**config.mk**
```make
export PLATFORM = sky130hd
export DESIGN_NAME = simon_z_gen
export DESIGN_NICKNAME = d
export VERILOG_FILES = /design/src/rtl/simon_z_gen.sv
export SDC_FILE = /design/constraint.sdc
export NUM_CORES = 1
export LEC_CHECK = 0
export CAP_MARGIN = 25
export CORE_ASPECT_RATIO = 0.75
export CORE_MARGIN = 5
export CORE_UTILIZATION = 25
export CTS_CLUSTER_DIAMETER = 150
export CTS_CLUSTER_SIZE = 28
export DETAILED_ROUTE_END_ITERATION = 8
export HOLD_SLACK_MARGIN = 0.08
export SLEW_MARGIN = 20
export SYNTH_ARGS = -nofsm -noshare
export SYNTH_HDL_FRONTEND = slang
export SYNTH_SLANG_ARGS = --single-unit
export TNS_END_PERCENT = 100
```
**constraint.sdc**
```tcl
create_clock -name clock -period 18.52 [get_ports clock]
set_input_delay 1.852 -clock clock [delete_from_list [all_inputs] [get_ports clock]]
set_output_delay 1.852 -clock clock [all_outputs]
set_load 0.01 [all_outputs]
```
**src/rtl/simon_z_gen.sv**
```systemverilog
// Simon key-schedule round-constant sequencer: five rotating 62-bit z registers stepped once per round.
// Optional macro SIMON_Z_CONTINUOUS_EN keeps the block in RUN after each wrap instead of returning to IDLE.
module simon_z_gen #(
  parameter int SEQ_LEN = 62
) (
  input  logic       clock,
  input  logic       reset,
  input  logic       start,
  input  logic       step,
  output logic       z0,
  output logic       z1,
  output logic       z2,
  output logic       z3,
  output logic       z4,
  output logic [5:0] round,
  output logic       busy,
  output logic       done
);

  typedef enum logic {
    S_IDLE,
    S_RUN
  } state_t;

  localparam logic [5:0] LAST_ROUND = 6'(SEQ_LEN - 1);

  // Bit SEQ_LEN-1 holds character 0 of each string, so the head is always the MSB.
  localparam logic [4:0][SEQ_LEN-1:0] Z_INIT = {
    62'b11010001111001101011011000000100101110000110010100100111111011,
    62'b11011011101011000110010111100000010010001010011100110100001111,
    62'b10101111011100000011010010011000101000010001111110010110110011,
    62'b10001110111110010011000010110101000111011111001001100001011010,
    62'b11111010001001010110000111001101111101000100101011000011100110
  };

`ifdef SIMON_Z_CONTINUOUS_EN
  localparam state_t WRAP_STATE = S_RUN;
`else
  localparam state_t WRAP_STATE = S_IDLE;
`endif

  state_t                    r_state;
  logic [4:0][SEQ_LEN-1:0]   r_z;
  logic [5:0]                r_round;
  logic                      r_done;

  // NOTE: the sequence registers are reset to their constants (not zero) so z0..z4 show round 0 straight out of reset.
  always_ff @(posedge clock or posedge reset) begin
    if (reset) begin
      r_state <= S_IDLE;
      r_z     <= Z_INIT;
      r_round <= '0;
      r_done  <= 1'b0;
    end else begin
      r_done <= 1'b0;
      if (start) begin
        r_state <= S_RUN;
        r_z     <= Z_INIT;
        r_round <= '0;
      end else if (r_state == S_RUN && step) begin
        if (r_round == LAST_ROUND) begin
          r_state <= WRAP_STATE;
          r_z     <= Z_INIT;
          r_round <= '0;
          r_done  <= 1'b1;
        end else begin
          for (int i = 0; i < 5; i++) begin
            r_z[i] <= {r_z[i][SEQ_LEN-2:0], r_z[i][SEQ_LEN-1]};
          end
          r_round <= r_round + 6'd1;
        end
      end
    end
  end

  assign z0    = r_z[0][SEQ_LEN-1];
  assign z1    = r_z[1][SEQ_LEN-1];
  assign z2    = r_z[2][SEQ_LEN-1];
  assign z3    = r_z[3][SEQ_LEN-1];
  assign z4    = r_z[4][SEQ_LEN-1];
  assign round = r_round;
  assign busy  = (r_state == S_RUN);
  assign done  = r_done;

endmodule

```
==> impl_metrics.yaml, run 1 <==
yosys:
  yosysTopAreaCell: "dfstp_2"
  synth_edf_count: 0
  async_reset_ff_frac: 1.00
  ys.flop_type: "dfrtp_1"
  syn_area_sq_um: 14700
  netlist_instances: 1460
  synth_area_per_cell_sq_um: 10.1
  netlist.area_leader.share: 0.283
  yosysSeqAreaShare: 0.555
  yosysWarningCount: 0
  synth_common_cells: "160 x dfrtp_1, 158 x dfstp_2, 158 x nand2_1, 158 x nor2_1, 158 x o21bai_1"
  yosysMostFrequentCell: "dfrtp_1"
  yosysUniqueCellTypes: 28
  syn-num-nets: 1466
  synth-seq-cells: 318
  yosys-top-cells-area: "dfstp_2 28%, dfrtp_1 27%, o21bai_1 8.1%"
clock_network:
  cts_tree: "done"
  cts.repair.resized: 0
  post_cts_buffers: 0
  cts_root_buffer: "clkbuf_16"
  clockBufferDepth: 3
  clkTransAtPathRegs_ps: 110
  clkSinkCount: 318
  htreeDepth: 1
  cts_buffers: 15
  postCtsHoldBufs: 0
  clk_latency_ps: 520
power:
  seq_power_share: 0.600
  comb_power_share: 0.092
  clkPwrFrac: 0.308
  ir_worst_vdd_mv: 0.0482
  p_sw_frac: 0.259
  internal-power_w: 0.000939
  powerDensity_nw_per_um2: 80.9
  p_switching_w: 0.000328
  power_leakage_nw: 5.88
sta:
  hold_violations: 0
  setup_viol: 0
  rsz0062_at_grt: "no"
  maxSlewViolCount: 0
  min_period_ps: 5510
  fmax_ghz: 0.181
  period_share: 0.298
  clock_skew_ps: 23.7
  tightest_slew_ps: 1210
  fin_setup_tns_ps: 0
  slew_headroom: 0.196
setup_path:
  crit_chain: "clkdlybuf4s50_1, and2_4, buf_4, buf_4, buf_4, o211ai_1, a21oi_1"
  cp-end-kind: "flip-flop"
  reg2reg_to: "r_z[22]"
  ff2ff_path_depth: 6
  worstPathMaxFanout: 92
  crit_type: "in2reg"
  cpPeakStageDelay_ps: 870
  r2r_start: "busy"
  cp.arrival_ps: 5950
  startpoint_type: "primary input"
  required_ps: 18960
  cp_common_cell: "buf_4"
  cp_slowest_cell: "buf_4"
  rrSetupSlack_ps: 14450
  cp-startpoint: "step"
cells_and_area:
  num-nets-final: 1343
  fin_util: 0.271
  area_growth_pct: 6.67
  drive_gt1_frac: 0.157
  num_antenna_cells: 0
floorplan:
  num_io_pins: 17
  die_area_sq_um: 63700
  die_w_um: 290
  initial_utilization: 0.254
  die_y_um: 220
  core_area_sq_um: 57800
  row_count: 76
placement:
  dpl.hpwl_mm: 14.9
  gp_routability_congestion: 0.703
  io_buffer_count: 16
global_routing:
  grt_pass1_wl_mm: 55.3
  antenna_found_initial: 0
  grt_max_degree: 230
  grt_usage: 0.0985
  gr-total-overflow: 0
  grt_pass1_vias: 10600
drt:
  ant_nets: 0
  vias_per_cell: 4.99
  drtPass1Iterations: 5
  drcViolationCount: 0
  drtIter0Drc: 958
  routed_wl_mm: 32.1
  wl_per_cell_um: 15.1
  vias: 10600
run:
  drv_cap: 0
hold_path:
  hp-class: "reg2reg"
  min_to: "r_z[99]"
  hold_depth: 2
  min_from: "r_z[99]"
outcome:
  status: "completed"
==> cell type report <==
class,instances,area [sq um]
well taps,780,976
repair buffers,35,364
inverters,3,21.3
flip-flops and latches,318,8160
multi-input cells,964,5710
clock buffers,24,409
clock inverters,1,20.0
fillers,6113,42200
==> routing by layer <==
metal / part of all wire / global-route usage / vias to the layer above / routed length (um)
met2: 0.44 / 0.156 / 112 / 14000
li1: - / - / 5003 / -
met1: 0.52 / 0.145 / 5465 / 16700
met5: 0 / 0 / - / 0
met3: 0.032 / 0.0161 / 22 / 1030
met4: 0.010 / 0.0143 / 0 / 336
==> logic make-up (layout without fill, tap and decap cells) <==
logic type	after synthesis	in the layout	share of synthesized area
buffers and inverters	178	63	0.0563
adder cells (fa/ha/maj)	2	2	0.00170
flip-flops	318	318	0.555
AO/OA/AOI/OAI	634	634	0.301
AND/OR/NAND/NOR	328	328	0.0858
==> registers in the layout (all words and copies together) (netlist names) <==
signal / count
r_z: 305
round: 6
busy: 1
done: 1
z0: 1
z1: 1
z2: 1
z3: 1
z4: 1
==> power by group through the flow <==
stage / combinational (W) / sequential (W) / clock, W
6_report: 0.000116 / 0.000760 / 0.000390
5_1_grt: 0.000133 / 0.000765 / 0.000431
4_1_cts: 0.000117 / 0.000760 / 0.000407
3_5_place_dp: 0.000117 / 0.000772 / 0
3_3_place_gp: 0.000114 / 0.000771 / 0
2_1_floorplan: 0.0000944 / 0.000767 / 0
==> worst max-delay path: cells and delay by family <==
kind | cells | cell delay, ps
AO/OA/AOI/OAI | 2 | 360
buffers and inverters | 4 | 2990
AND/OR/NAND/NOR | 1 | 630
==> metrics by stage <==
| stage | cells | setup slack (ps) | hold slack, ps | area [sq um] | total power (W) |
|---|---|---|---|---|---|
| floorplan | 1460 | 8130 | 500 | 14700 | 0.000861 |
| global placement | 2097 | 12540 | 508 | 15200 | 0.000885 |
| detailed placement | 2098 | 12490 | 512 | 15200 | 0.000889 |
| CTS | 2123 | 13040 | 528 | 15600 | 0.00128 |
| global route | 2125 | 12640 | 538 | 15700 | 0.00133 |
| finish | 2125 | 13010 | 526 | 15700 | 0.00127 |
==> layout by cell type (no fill, tap or decap), drive strengths merged, types with 2 or more instances in the layout <==
master and instances:
nand2 158, a21oi 157, clkbuf 25, or3 3, dfstp 158, a211oi 158, nor2 158, nand3 4
ha 2, o21bai 158, clkdlybuf4s50 15, a211o 2, buf 19, dfrtp 160, o211ai 153, a31oi 2
inv 4
==> worst max path at each step <==
stage,to,slack [ps]
floorplan,busy,8130
global placement,r_z[250],12540
detailed placement,r_z[169],12490
CTS,r_z[169],13040
global route,r_z[173],12640
finish,r_z[22],13010
(Power assumes the default switching activity.)
==> run 2: changes to the inputs <==
==> constraint.sdc (replaced) <==
create_clock -name clock -period 5.5 [get_ports clock]
set_input_delay 0.55 -clock clock [delete_from_list [all_inputs] [get_ports clock]]
set_output_delay 0.55 -clock clock [all_outputs]
set_load 0.01 [all_outputs]
==> run 2 against run 1 <==
Effect of this change:
- via count shrank 0.47%
- register-to-register slack lost 12000 ps
- clock skew shrank 0.98 ps
- first-iteration DRC count shrank 3.3%
- die area is the same
- flip-flop and latch count is the same
- non-clock buffer count is the same
==> impl_metrics.yaml, run 2 (synthesis results as in run 1) <==
power:
  ir_worst_vdd_mv: 0.192
  powerDensity_nw_per_um2: 270
  p_switching_w: 0.00108
  p_sw_frac: 0.254
  comb_power_share: 0.093
  internal-power_w: 0.00316
  seq_power_share: 0.604
  clkPwrFrac: 0.303
  power_leakage_nw: 5.89
setup_path:
  cp-startpoint: "round[2]"
  r2r_start: "round[2]"
  worstPathMaxFanout: 82
  startpoint_type: "flip-flop"
  required_ps: 5940
  cp.arrival_ps: 3260
  crit_type: "reg2reg"
  rrSetupSlack_ps: 2680
  cp-end-kind: "flip-flop"
floorplan:
  die_y_um: 220
  die_area_sq_um: 63700
  die_w_um: 290
  core_area_sq_um: 57800
  initial_utilization: 0.254
  row_count: 76
  num_io_pins: 17
sta:
  fmax_ghz: 0.355
  maxSlewViolCount: 0
  slew_headroom: 0.217
  fin_setup_tns_ps: 0
  setup_viol: 0
  rsz0062_at_grt: "no"
  period_share: 0.513
  whs_ps: 512
  clock_skew_ps: 22.7
  hold_violations: 0
  tightest_slew_ps: 1180
  min_period_ps: 2820
clock_network:
  cts.repair.resized: 0
  cts_root_buffer: "clkbuf_16"
  htreeDepth: 1
  cts_tree: "done"
  clkTransAtPathRegs_ps: 110
  clk_latency_ps: 510
  clockBufferDepth: 3
  postCtsHoldBufs: 0
  cts_buffers: 15
  clkSinkCount: 318
  post_cts_buffers: 0
drt:
  vias_per_cell: 4.97
  ant_nets: 0
  wl_per_cell_um: 15.0
  vias: 10600
  routed_wl_mm: 31.8
  drcViolationCount: 0
  drtIter0Drc: 926
  drtPass1Iterations: 5
global_routing:
  grt_max_degree: 211
  grt_pass1_wl_mm: 55.0
  antenna_found_initial: 0
  gr-total-overflow: 0
  grt_usage: 0.0972
  grt_pass1_vias: 10700
cells_and_area:
  layout_commonest_cell: "dfrtp_1"
  largest_register_ff_count: 305
  top_register: "r_z"
  fin_util: 0.271
  drive_gt1_frac: 0.157
  num_antenna_cells: 0
  final_cell_mix: "159 x dfrtp_1, 158 x nor2_1, 158 x o21bai_1, 158 x dfstp_2"
  num-nets-final: 1343
  nFillCells: 6156
  area_growth_pct: 6.90
hold_path:
  min_from: "r_z[262]"
  hp-class: "reg2reg"
placement:
  io_buffer_count: 16
  gp_routability_congestion: 0.687
  dpl.hpwl_mm: 15.0
run:
  drv_cap: 0
outcome:
  status: "completed"
==> run 2: changes by cell type in the layout (fill, tap and decap cells not counted), sizes merged <==
cell,change
clkinvlp,+1
inv,-1
==> run 2: final cells by class <==
type / instances / area [sq um] / area share
Timing Repair Buffer: 35 / 402 / 0.0256
Tap cell: 780 / 976 / 0.0622
Inverter: 3 / 17.5 / 0.00112
Clock inverter: 1 / 20.0 / 0.00128
Multi-Input combinational cell: 964 / 5710 / 0.364
Clock buffer: 24 / 409 / 0.0261
Sequential cell: 318 / 8160 / 0.520
==> run 2: power by group through the flow <==
stage,Sequential (W),Clock (W),Combinational (W)
finish,0.00256,0.00129,0.000395
global route,0.00258,0.00142,0.000449
CTS,0.00256,0.00135,0.000400
detailed placement,0.00260,0,0.000400
global placement,0.00260,0,0.000389
floorplan,0.00258,0,0.000318
==> run 2: worst paths after layout <==
path | endpoint | cells past startpoint
max reg2reg | r_z[28] | 4
min in group asynchronous | r_z[265] | 2
min reg2reg | r_z[263] | 2
min | r_z[263] | 2
max in group asynchronous | r_z[4] | 3
max | r_z[28] | 4
==> run 2: worst max-delay path: stages (launching register included) <==
cell,delay [ps]
dfrtp_4,670
buf_4,700
buf_4,870
a211oi_1,190
o21bai_1,210
==> run 2: metal layers <==
layer,up-vias,share of wire,global-route usage
li1,4999,-,-
met1,5374,0.51,0.142
met2,158,0.45,0.158
met3,21,0.032,0.0148
met4,0,0.0098,0.0121
met5,-,0,0
==> run 2: through the flow <==
step           instance area, sq um  worst slack, ps  instances  total power [W]
3_3_place_gp                  15200             2620       2099          0.00299
3_5_place_dp                  15200             2570       2099          0.00300
4_1_cts                       15700             2740       2124          0.00432
2_1_floorplan                 14700              840       1460          0.00290
5_1_grt                       15700             2530       2125          0.00444
6_report                      15700             2680       2125          0.00424
